===== config.mk =====
export PLATFORM = sky130hd
export DESIGN_NAME = dds_serial_port_flat
export DESIGN_NICKNAME = d
export VERILOG_FILES = /design/src/rtl/dds_serial_port_if.sv /design/src/rtl/dds_serial_port.sv /design/src/flat_wrapper.sv
export SDC_FILE = /design/constraint.sdc
export NUM_CORES = 1
export LEC_CHECK = 0
export ABC_AREA = 0
export CAP_MARGIN = 20
export CORE_UTILIZATION = 57
export CTS_CLUSTER_SIZE = 12
export DETAILED_ROUTE_END_ITERATION = 12
export PLACE_DENSITY = 0.86
export SETUP_SLACK_MARGIN = 0.05
export SLEW_MARGIN = 20
export SYNTH_ARGS = -nofsm -noshare
export SYNTH_HDL_FRONTEND = slang
export SYNTH_SLANG_ARGS = --single-unit

===== constraint.sdc =====
create_clock -name clk -period 5 [get_ports clk]
set_input_delay 1.25 -clock clk [delete_from_list [all_inputs] [get_ports clk]]
set_output_delay 1.25 -clock clk [all_outputs]
set_load 0.1 [all_outputs]

===== src/rtl/dds_serial_port_if.sv =====
// Register-port bundle between controller and the DDS serial master.
// master: controller side (plus the chip's SDO return line).
// slave:  the serial port block itself.
interface dds_serial_port_if;
  logic        wr_start;
  logic [7:0]  wr_addr;
  logic [31:0] wr_data;
  logic        wr_done;
  logic [31:0] wr_out;
  logic        busy;
  logic        SCLK;
  logic        CS_N;
  logic        SDIO;
  logic        SDO;
  logic        IO_UPDATE;

  modport master (
    output wr_start, wr_addr, wr_data, SDO,
    input  wr_done, wr_out, busy, SCLK, CS_N, SDIO, IO_UPDATE
  );

  modport slave (
    input  wr_start, wr_addr, wr_data, SDO,
    output wr_done, wr_out, busy, SCLK, CS_N, SDIO, IO_UPDATE
  );
endinterface


===== src/rtl/dds_serial_port.sv =====
// DDS serial register-port master: shifts a 40-bit {instruction, word}
// frame MSB-first, captures the read word from SDO, and strobes
// IO_UPDATE after writes.
module dds_serial_port #(
  parameter int CLK_DIV     = 2,
  parameter int IOUP_CYCLES = 4
) (
  input  logic              clk,
  input  logic              rst,
  dds_serial_port_if.slave  bus
);
  localparam int DW = $clog2(CLK_DIV) + 1;
  localparam int IW = $clog2(IOUP_CYCLES) + 1;
  localparam logic [DW-1:0] DIV_RISE = DW'(CLK_DIV);
  localparam logic [DW-1:0] DIV_LAST = DW'(2 * CLK_DIV - 1);
  localparam logic [IW-1:0] IOU_LAST = IW'(IOUP_CYCLES - 1);

  typedef enum logic [1:0] {IDLE, SHIFT, IOUP, DONE} state_t;

  state_t         state, state_nxt;
  logic [39:0]    sreg;
  logic [5:0]     bit_cnt;
  logic [DW-1:0]  div_cnt;
  logic [IW-1:0]  iou_cnt;
  logic [31:0]    cap, cap_nxt, wr_out_q;
  logic           is_rd;
  logic           load, bit_end, sclk_rise, last_bit;

  // Bit-period decode: div_cnt runs 0..2*CLK_DIV-1, low half then high half.
  assign bit_end   = (state == SHIFT) && (div_cnt == DIV_LAST);
  assign sclk_rise = (state == SHIFT) && (div_cnt == DIV_RISE);
  assign last_bit  = bit_end && (bit_cnt == 6'd39);

  // Capture only the 32 data bits; next-value form lets wr_out pick up the
  // final bit on the same edge even when CLK_DIV=1.
  assign cap_nxt = (sclk_rise && is_rd && bit_cnt >= 6'd8) ? {cap[30:0], bus.SDO} : cap;

  // Serial pins and status are decoded straight from registered state.
  assign bus.CS_N      = (state != SHIFT);
  assign bus.SCLK      = (state == SHIFT) && (div_cnt >= DIV_RISE);
  assign bus.SDIO      = (state == SHIFT) ? sreg[39] : 1'b0;
  assign bus.IO_UPDATE = (state == IOUP);
  assign bus.wr_done   = (state == DONE);
  assign bus.busy      = (state == SHIFT) || (state == IOUP);
  assign bus.wr_out    = wr_out_q;

  // State register.
  always_ff @(posedge clk) begin
    if (rst) state <= IDLE;
    else     state <= state_nxt;
  end

  // Next-state and frame-load decision; DONE accepts a new request directly.
  always_comb begin
    state_nxt = state;
    load      = 1'b0;
    case (state)
      IDLE:  if (bus.wr_start) begin load = 1'b1; state_nxt = SHIFT; end
      SHIFT: if (last_bit) state_nxt = is_rd ? DONE : IOUP;
      IOUP:  if (iou_cnt == IOU_LAST) state_nxt = DONE;
      DONE:  begin
        if (bus.wr_start) begin load = 1'b1; state_nxt = SHIFT; end
        else state_nxt = IDLE;
      end
      default: state_nxt = IDLE;
    endcase
  end

  // Shift datapath, counters and read capture.
  always_ff @(posedge clk) begin
    if (rst) begin
      sreg     <= '0;
      bit_cnt  <= '0;
      div_cnt  <= '0;
      iou_cnt  <= '0;
      cap      <= '0;
      is_rd    <= 1'b0;
      wr_out_q <= '0;
    end else begin
      cap <= cap_nxt;
      if (load) begin
        sreg    <= {bus.wr_addr, bus.wr_data};
        is_rd   <= bus.wr_addr[7];
        bit_cnt <= '0;
        div_cnt <= '0;
        cap     <= '0;
      end else if (state == SHIFT) begin
        div_cnt <= bit_end ? '0 : div_cnt + DW'(1);
        if (bit_end) begin
          sreg <= {sreg[38:0], 1'b0};
          if (bit_cnt != 6'd39) bit_cnt <= bit_cnt + 6'd1;
        end
      end
      iou_cnt <= (state == IOUP) ? iou_cnt + IW'(1) : '0;
      if (last_bit && is_rd) wr_out_q <= cap_nxt;
    end
  end
endmodule

===== src/flat_wrapper.sv =====
// flat-port wrapper written by rule: the top's interface ports become plain ports
module dds_serial_port_flat 
#(
  parameter int CLK_DIV     = 2,
  parameter int IOUP_CYCLES = 4
)
  (clk, rst, bus_wr_start, bus_wr_addr, bus_wr_data, bus_SDO, bus_wr_done, bus_wr_out, bus_busy, bus_SCLK, bus_CS_N, bus_SDIO, bus_IO_UPDATE);
  dds_serial_port_if bus_i ();
  input  logic clk;
  input  logic rst;
  input wire logic [$bits(bus_i.wr_start)-1:0] bus_wr_start;
  input wire logic [$bits(bus_i.wr_addr)-1:0] bus_wr_addr;
  input wire logic [$bits(bus_i.wr_data)-1:0] bus_wr_data;
  input wire logic [$bits(bus_i.SDO)-1:0] bus_SDO;
  output wire logic [$bits(bus_i.wr_done)-1:0] bus_wr_done;
  output wire logic [$bits(bus_i.wr_out)-1:0] bus_wr_out;
  output wire logic [$bits(bus_i.busy)-1:0] bus_busy;
  output wire logic [$bits(bus_i.SCLK)-1:0] bus_SCLK;
  output wire logic [$bits(bus_i.CS_N)-1:0] bus_CS_N;
  output wire logic [$bits(bus_i.SDIO)-1:0] bus_SDIO;
  output wire logic [$bits(bus_i.IO_UPDATE)-1:0] bus_IO_UPDATE;
  assign bus_i.wr_start = bus_wr_start;
  assign bus_i.wr_addr = bus_wr_addr;
  assign bus_i.wr_data = bus_wr_data;
  assign bus_i.SDO = bus_SDO;
  assign bus_wr_done = bus_i.wr_done;
  assign bus_wr_out = bus_i.wr_out;
  assign bus_busy = bus_i.busy;
  assign bus_SCLK = bus_i.SCLK;
  assign bus_CS_N = bus_i.CS_N;
  assign bus_SDIO = bus_i.SDIO;
  assign bus_IO_UPDATE = bus_i.IO_UPDATE;
  dds_serial_port #(.CLK_DIV(CLK_DIV), .IOUP_CYCLES(IOUP_CYCLES)) u_core (.clk(clk), .rst(rst), .bus(bus_i));
endmodule

==> flow_summary.ini, run 1 <==
[global_route]
grt_pass1_vias = 3682
antenna_found_initial = 0
grt_start_max_net_pins = 75
grt_first_pass_wirelength_mm = 16.5
overflow = 0
grtUsageTotal_pct = 24.0

[logic_synthesis]
synth_edf_count = 0
synth_cells = 523
synth_cell_types = 34
synth.top_cells.by_count = 118 x dfxtp_1, 117 x nor2_1, 87 x nand2_1
yosysTopAreaCellShare_pct = 48.8
synth_nets = 578
synth.most_common_cell = dfxtp_1
seq_area_frac_synth_pct = 48.8
yosys_warnings = 0
synth_ff_type = dfxtp_1
synth_top_area_cell = dfxtp_1
synth-seq-cells = 118
synth_area_leaders = dfxtp_1 49%, nor2_1 9.1%, a211oi_2 8.0%
syn_area_um2 = 4840
avgSynthCellArea_um2 = 9.25
ys_async_sr_fraction_pct = 0

[detailed_routing]
first_iter_violations = 153
via_per_inst = 5.47
met3_length_um = 557
highest_layer = met4
met2WireLength_mm = 5.05
post-route-drc-count = 0
wl_per_cell_um = 14.3
met1_length_mm = 4.43
num_vias = 3868
drtPass1Iterations = 4
ant_nets = 0
wirelength_mm = 10.1

[setup_path]
worstPathArrival_ps = 2710
rr_endpoint = u_core.bus.wr_out[30]
path_cells = inv_1, ha_1, inv_1, nor2_1, clkdlybuf4s50_1
crit_path_start = u_core.state[1]
crit_top_cell = inv_1
crit_path_top_delay_cell = clkdlybuf4s50_1
rrSetupSlack_ps = 2370
reg2reg_depth = 7
r2r_start = u_core.state[1]
cp_max_fo = 10
start_kind = register
critical_path_class = reg2out
cpPeakStageDelay_ps = 1130
cp-end-kind = output pin
crit_required_ps = 3750
critPathBufInv = 3
path_delay_family = buffers and inverters

[floorplan]
rows = 33
die_x_um = 94.1
start_util_pct = 58.9
core_area_um2 = 8220
ios = 82
die_area_um2 = 8860
fp.dieH_um = 94.1

[clocking]
cts_sinks = 118
clock_path_buffers = 2
cts_max_level = 4
hold_buffers = 0
root_buffer = clkbuf_8
cts_made_buffers = 17
clk_transition_reported_paths_ps = 60
postCtsResizedCells = 0
clkLatencyLatePin_ps = 510
tritoncts = done
post_cts_buffers = 0

[placement]
io_buffers = 81
dp.cells = 675
gp_congestion = 0.802
dp_hpwl_mm = 6.19

[timing]
grt_setup_unrepaired = false
clock_skew_ps = 11.9
fmax_mhz = 252
tns_ps = 0
setup_viol = 0
post-route-period-util_pct = 79.2
maxSlewViolCount = 0
finalHoldViolations = 0
period_needed_ps = 3960
slew-limit-headroom_pct = 32.8
tightest_slew_ps = 1010

[worst_hold_path]
hold_depth = 1
min_path_type = reg2reg
hold_end = u_core.iou_cnt[0]
hold_start = u_core.iou_cnt[0]

[power]
power_density_nw_per_um2 = 482
finalPower_uw = 3010
p_leak_uw = 0.00212
peakVddDrop_uv = 324

[layout]
n_fill_cell = 547
diodes = 0
area_delta_synth_final_pct = 29.1
nets = 645
final_layout_size_suffix_gt1_share_pct = 12.0
fin_cells = 707
utilization_pct = 76.0

[flow_run]
drv_cap = 0

[run_status]
outcome = completed
[placed cells by master, fill, tap and decap left out, drive strengths merged, types with 8 or more instances in the layout]
cell type	n
dfxtp	118
clkdlybuf4s50	80
nor2	118
buf	8
ha	11
nand2	87
inv	12
a211oi	34
mux2i	33
clkbuf	23
a311oi	41
[final cells by class]
cell class              instances  area, um2  area share [%]
repair buffers                 88        871            13.9
multi-input cells             353       2220            35.6
clock buffers                  23        467            7.47
inverters                      12       45.0           0.721
clock inverters                 8        146            2.34
flip-flops and latches        118       2360            37.8
well taps                     105        131            2.10
[sequential cells by signal, indices dropped and copies added (netlist names)]
name / count
u_core.state: 2
u_core.bit_cnt: 6
u_core.sreg: 40
u_core.bus.wr_out: 32
u_core.is_rd: 1
u_core.div_cnt: 2
u_core.iou_cnt: 3
u_core.cap: 32
[worst max path at each step]
stage	endpoint	cells past startpoint	slack, ps
after global placement	bus_SCLK	5	1620
after CTS	bus_SCLK	5	1010
after global routing	bus_SCLK	5	890
final	bus_SCLK	5	1040
after detailed placement	bus_SCLK	5	1550
after floorplan	bus_SCLK	5	1200
[power breakdown]
part / leakage, uW / switching, uW / internal [uW] / total (uW)
clock network: 0.000298 / 403 / 845 / 1250
registers: 0.000960 / 69.3 / 1070 / 1140
logic: 0.000857 / 426 / 198 / 624
total: 0.00212 / 898 / 2110 / 3010
[cell families (layout without fill, tap and decap cells)]
family                     count (synthesis)  in the layout  synth area share [%]
xor gates and xnor gates                   5              5                 0.905
AOI/OAI and AO/OA                         85             85                  17.3
adders and majority gates                 11             11                  2.85
DFF                                      118            118                  48.8
and+or+nand+nor                          219            219                  18.0
buffers and inverters                     52            131                  5.30
muxes                                     33             33                  6.83
[per-stage QoR]
stage	instance area, um2	worst slack [ps]	hold slack, ps
floorplan	4840	1200	398
global placement	5610	1620	405
detailed placement	5610	1550	421
CTS	6220	1010	429
global route	6240	893	443
finish	6240	1040	423
[metal layers]
layer  vias to the layer above  global-route usage (%)
met1                      1817                    28.0
met4                         0                    7.18
li1                       1939                       -
met5                         -                       0
met2                       104                    41.1
met3                         8                    8.33
Note: power is estimated with default switching activity, not from simulation.
==> inputs of run 2 (changes only) <==
--- a/config.mk
+++ b/config.mk
@@ -7,10 +7,10 @@
 export LEC_CHECK = 0
 export ABC_AREA = 0
 export CAP_MARGIN = 20
-export CORE_UTILIZATION = 57
+export CORE_UTILIZATION = 48
 export CTS_CLUSTER_SIZE = 12
 export DETAILED_ROUTE_END_ITERATION = 12
-export PLACE_DENSITY = 0.86
+export PLACE_DENSITY = 0.77
 export SETUP_SLACK_MARGIN = 0.05
 export SLEW_MARGIN = 20
 export SYNTH_ARGS = -nofsm -noshare
==> constraint.sdc (replaced) <==
create_clock -name clk -period 3.5 [get_ports clk]
set_input_delay 0.875 -clock clk [delete_from_list [all_inputs] [get_ports clk]]
set_output_delay 0.875 -clock clk [all_outputs]
set_load 0.1 [all_outputs]
==> run 2 against run 1 <==
Combinational power up 42%. Clock skew down 3.9 ps. Routed wire length down 1.0%. Cell area down 1.7%. Count of clock-buffer cells in the layout down 3. Largest cell class unchanged.
==> flow_summary.ini, run 2 (same netlist as run 1, synthesis figures left out) <==
[setup_path]
start_kind = register
cp-end-kind = output pin
path_cells = inv_1, ha_1, inv_1, nor2_1, buf_4
crit_path_top_delay_cell = ha_1
worstPathArrival_ps = 1940
crit_top_cell = inv_1
cpPeakStageDelay_ps = 370
crit_required_ps = 2620
cp_max_fo = 10
critical_path_class = reg2out

[layout]
multi_input_area_um2 = 2220
regArea_um2 = 2360
layout_common_cells = 118 x dfxtp_1, 117 x nor2_1, 86 x nand2_1, 47 x buf_4, 42 x clkdlybuf4s50_1
n_fill_cell = 799
mostFrequentLayoutCell = dfxtp_1
nets = 647
regMostFlops = u_core.sreg
largest_register_ffs = 40
area_delta_synth_final_pct = 26.9
final_layout_size_suffix_gt1_share_pct = 19.2
utilization_pct = 62.8
diodes = 0

[power]
clkPwrFrac_pct = 38.4
peakVddDrop_uv = 346
switchingPower_uw = 1340
p_comb_share_pct = 21.8
p_leak_uw = 0.00217
seqPwrFrac_pct = 39.8
power.share.switching_pct = 32.9
p_int_uw = 2740
power_density_nw_per_um2 = 665

[detailed_routing]
via_per_inst = 5.22
post-route-drc-count = 0
drtPass1Iterations = 4
first_iter_violations = 138
wirelength_mm = 10.0
ant_nets = 0
wl_per_cell_um = 13.6
num_vias = 3855

[global_route]
gr-usage-met1_pct = 22.9
grt_first_pass_wirelength_mm = 16.8
grt_start_max_net_pins = 52
use_met2_pct = 36.9
gr-max-usage-layer = met2
grtUsageMet3_pct = 5.95
overflow = 0
grt_pass1_vias = 3867
antenna_found_initial = 0
grtUsageTotal_pct = 20.9

[floorplan]
fp.dieH_um = 102
ios = 82
die_x_um = 102
start_util_pct = 49.5
rows = 36
die_area_um2 = 10500
core_area_um2 = 9770

[clocking]
clkLatencyLatePin_ps = 510
tritoncts = done
hold_buffers = 0
clock_path_buffers = 2
root_buffer = clkbuf_8
cts_made_buffers = 17
post_cts_buffers = 0
cts_max_level = 4
clk_transition_reported_paths_ps = 60
postCtsResizedCells = 0
cts_sinks = 118

[worst_hold_path]
min_path_type = reg2reg

[timing]
fin_ws_ps = 681
tns_ps = 0
post-route-period-util_pct = 80.5
grt_setup_unrepaired = false
fmax_mhz = 355
period_needed_ps = 2820
setup_viol = 0
finalHoldViolations = 0
tightest_slew_ps = 852
maxSlewViolCount = 0
clock_skew_ps = 7.97
hold_ws_ps = 427
slew-limit-headroom_pct = 43.1

[placement]
gp_congestion = 0.783
dpl_worst_slack_ps = 982
dp_hpwl_mm = 6.52
io_buffers = 81

[flow_run]
drv_cap = 0

[run_status]
outcome = completed
==> run 2: cell count changes in the layout (fill, tap and decap cells not counted) <==
cell / before / now
clkinv_4: 1 / 3
inv_6: 0 / 4
clkinvlp_4: 1 / 3
bufinv_16: 4 / 0
buf_2: 1 / 0
clkdlybuf4s50_1: 80 / 42
buf_4: 6 / 47
clkbuf_1: 3 / 0
==> run 2: critical path: cells and delay by family, from the launching register on <==
kind	cells	cell delay [ps]
DFF	1	350
buffers and inverters	3	580
and+or+nand+nor	1	140
adders and majority gates	1	370
==> run 2: power groups by stage <==
stage	Sequential (uW)	Combinational (uW)	Clock, uW
floorplan	1620	693	0
detailed placement	1650	889	0
global placement	1640	846	0
global route	1640	990	1670
finish	1620	889	1570
CTS	1620	892	1600
==> run 2: layer usage <==
| metal | vias up | share of wire (%) |
|---|---|---|
| met1 | 1813 | 44 |
| met4 | 0 | 1.5 |
| met5 | - | 0 |
| li1 | 1940 | - |
| met3 | 15 | 4.6 |
| met2 | 87 | 50 |
==> run 2: cell type report <==
| type | count | area share, % |
|---|---|---|
| Clock buffer | 20 | 7.42 |
| Timing Repair Buffer | 90 | 12.9 |
| Inverter | 12 | 0.734 |
| Sequential cell | 118 | 38.5 |
| Multi-Input combinational cell | 353 | 36.2 |
| Clock inverter | 12 | 1.53 |
| Tap cell | 133 | 2.71 |
==> run 2: path summary, 6_finish.rpt <==
kind / from / to / slack, ps / cells past startpoint
worst min-delay path: u_core.iou_cnt[0] / u_core.iou_cnt[0] / 430 / 1
worst max-delay path: u_core.state[1] / bus_SCLK / 680 / 5
worst min register to register: u_core.iou_cnt[0] / u_core.iou_cnt[0] / 430 / 1
worst max register to register: u_core.state[1] / u_core.bus.wr_out[7] / 1020 / 7
==> run 2: stage by stage <==
stage	instances	total power, uW	instance area (um2)
finish	738	4080	6140
global placement	706	2490	5590
floorplan	523	2310	4840
detailed placement	706	2540	5590
CTS	738	4110	6140
global route	738	4300	6140
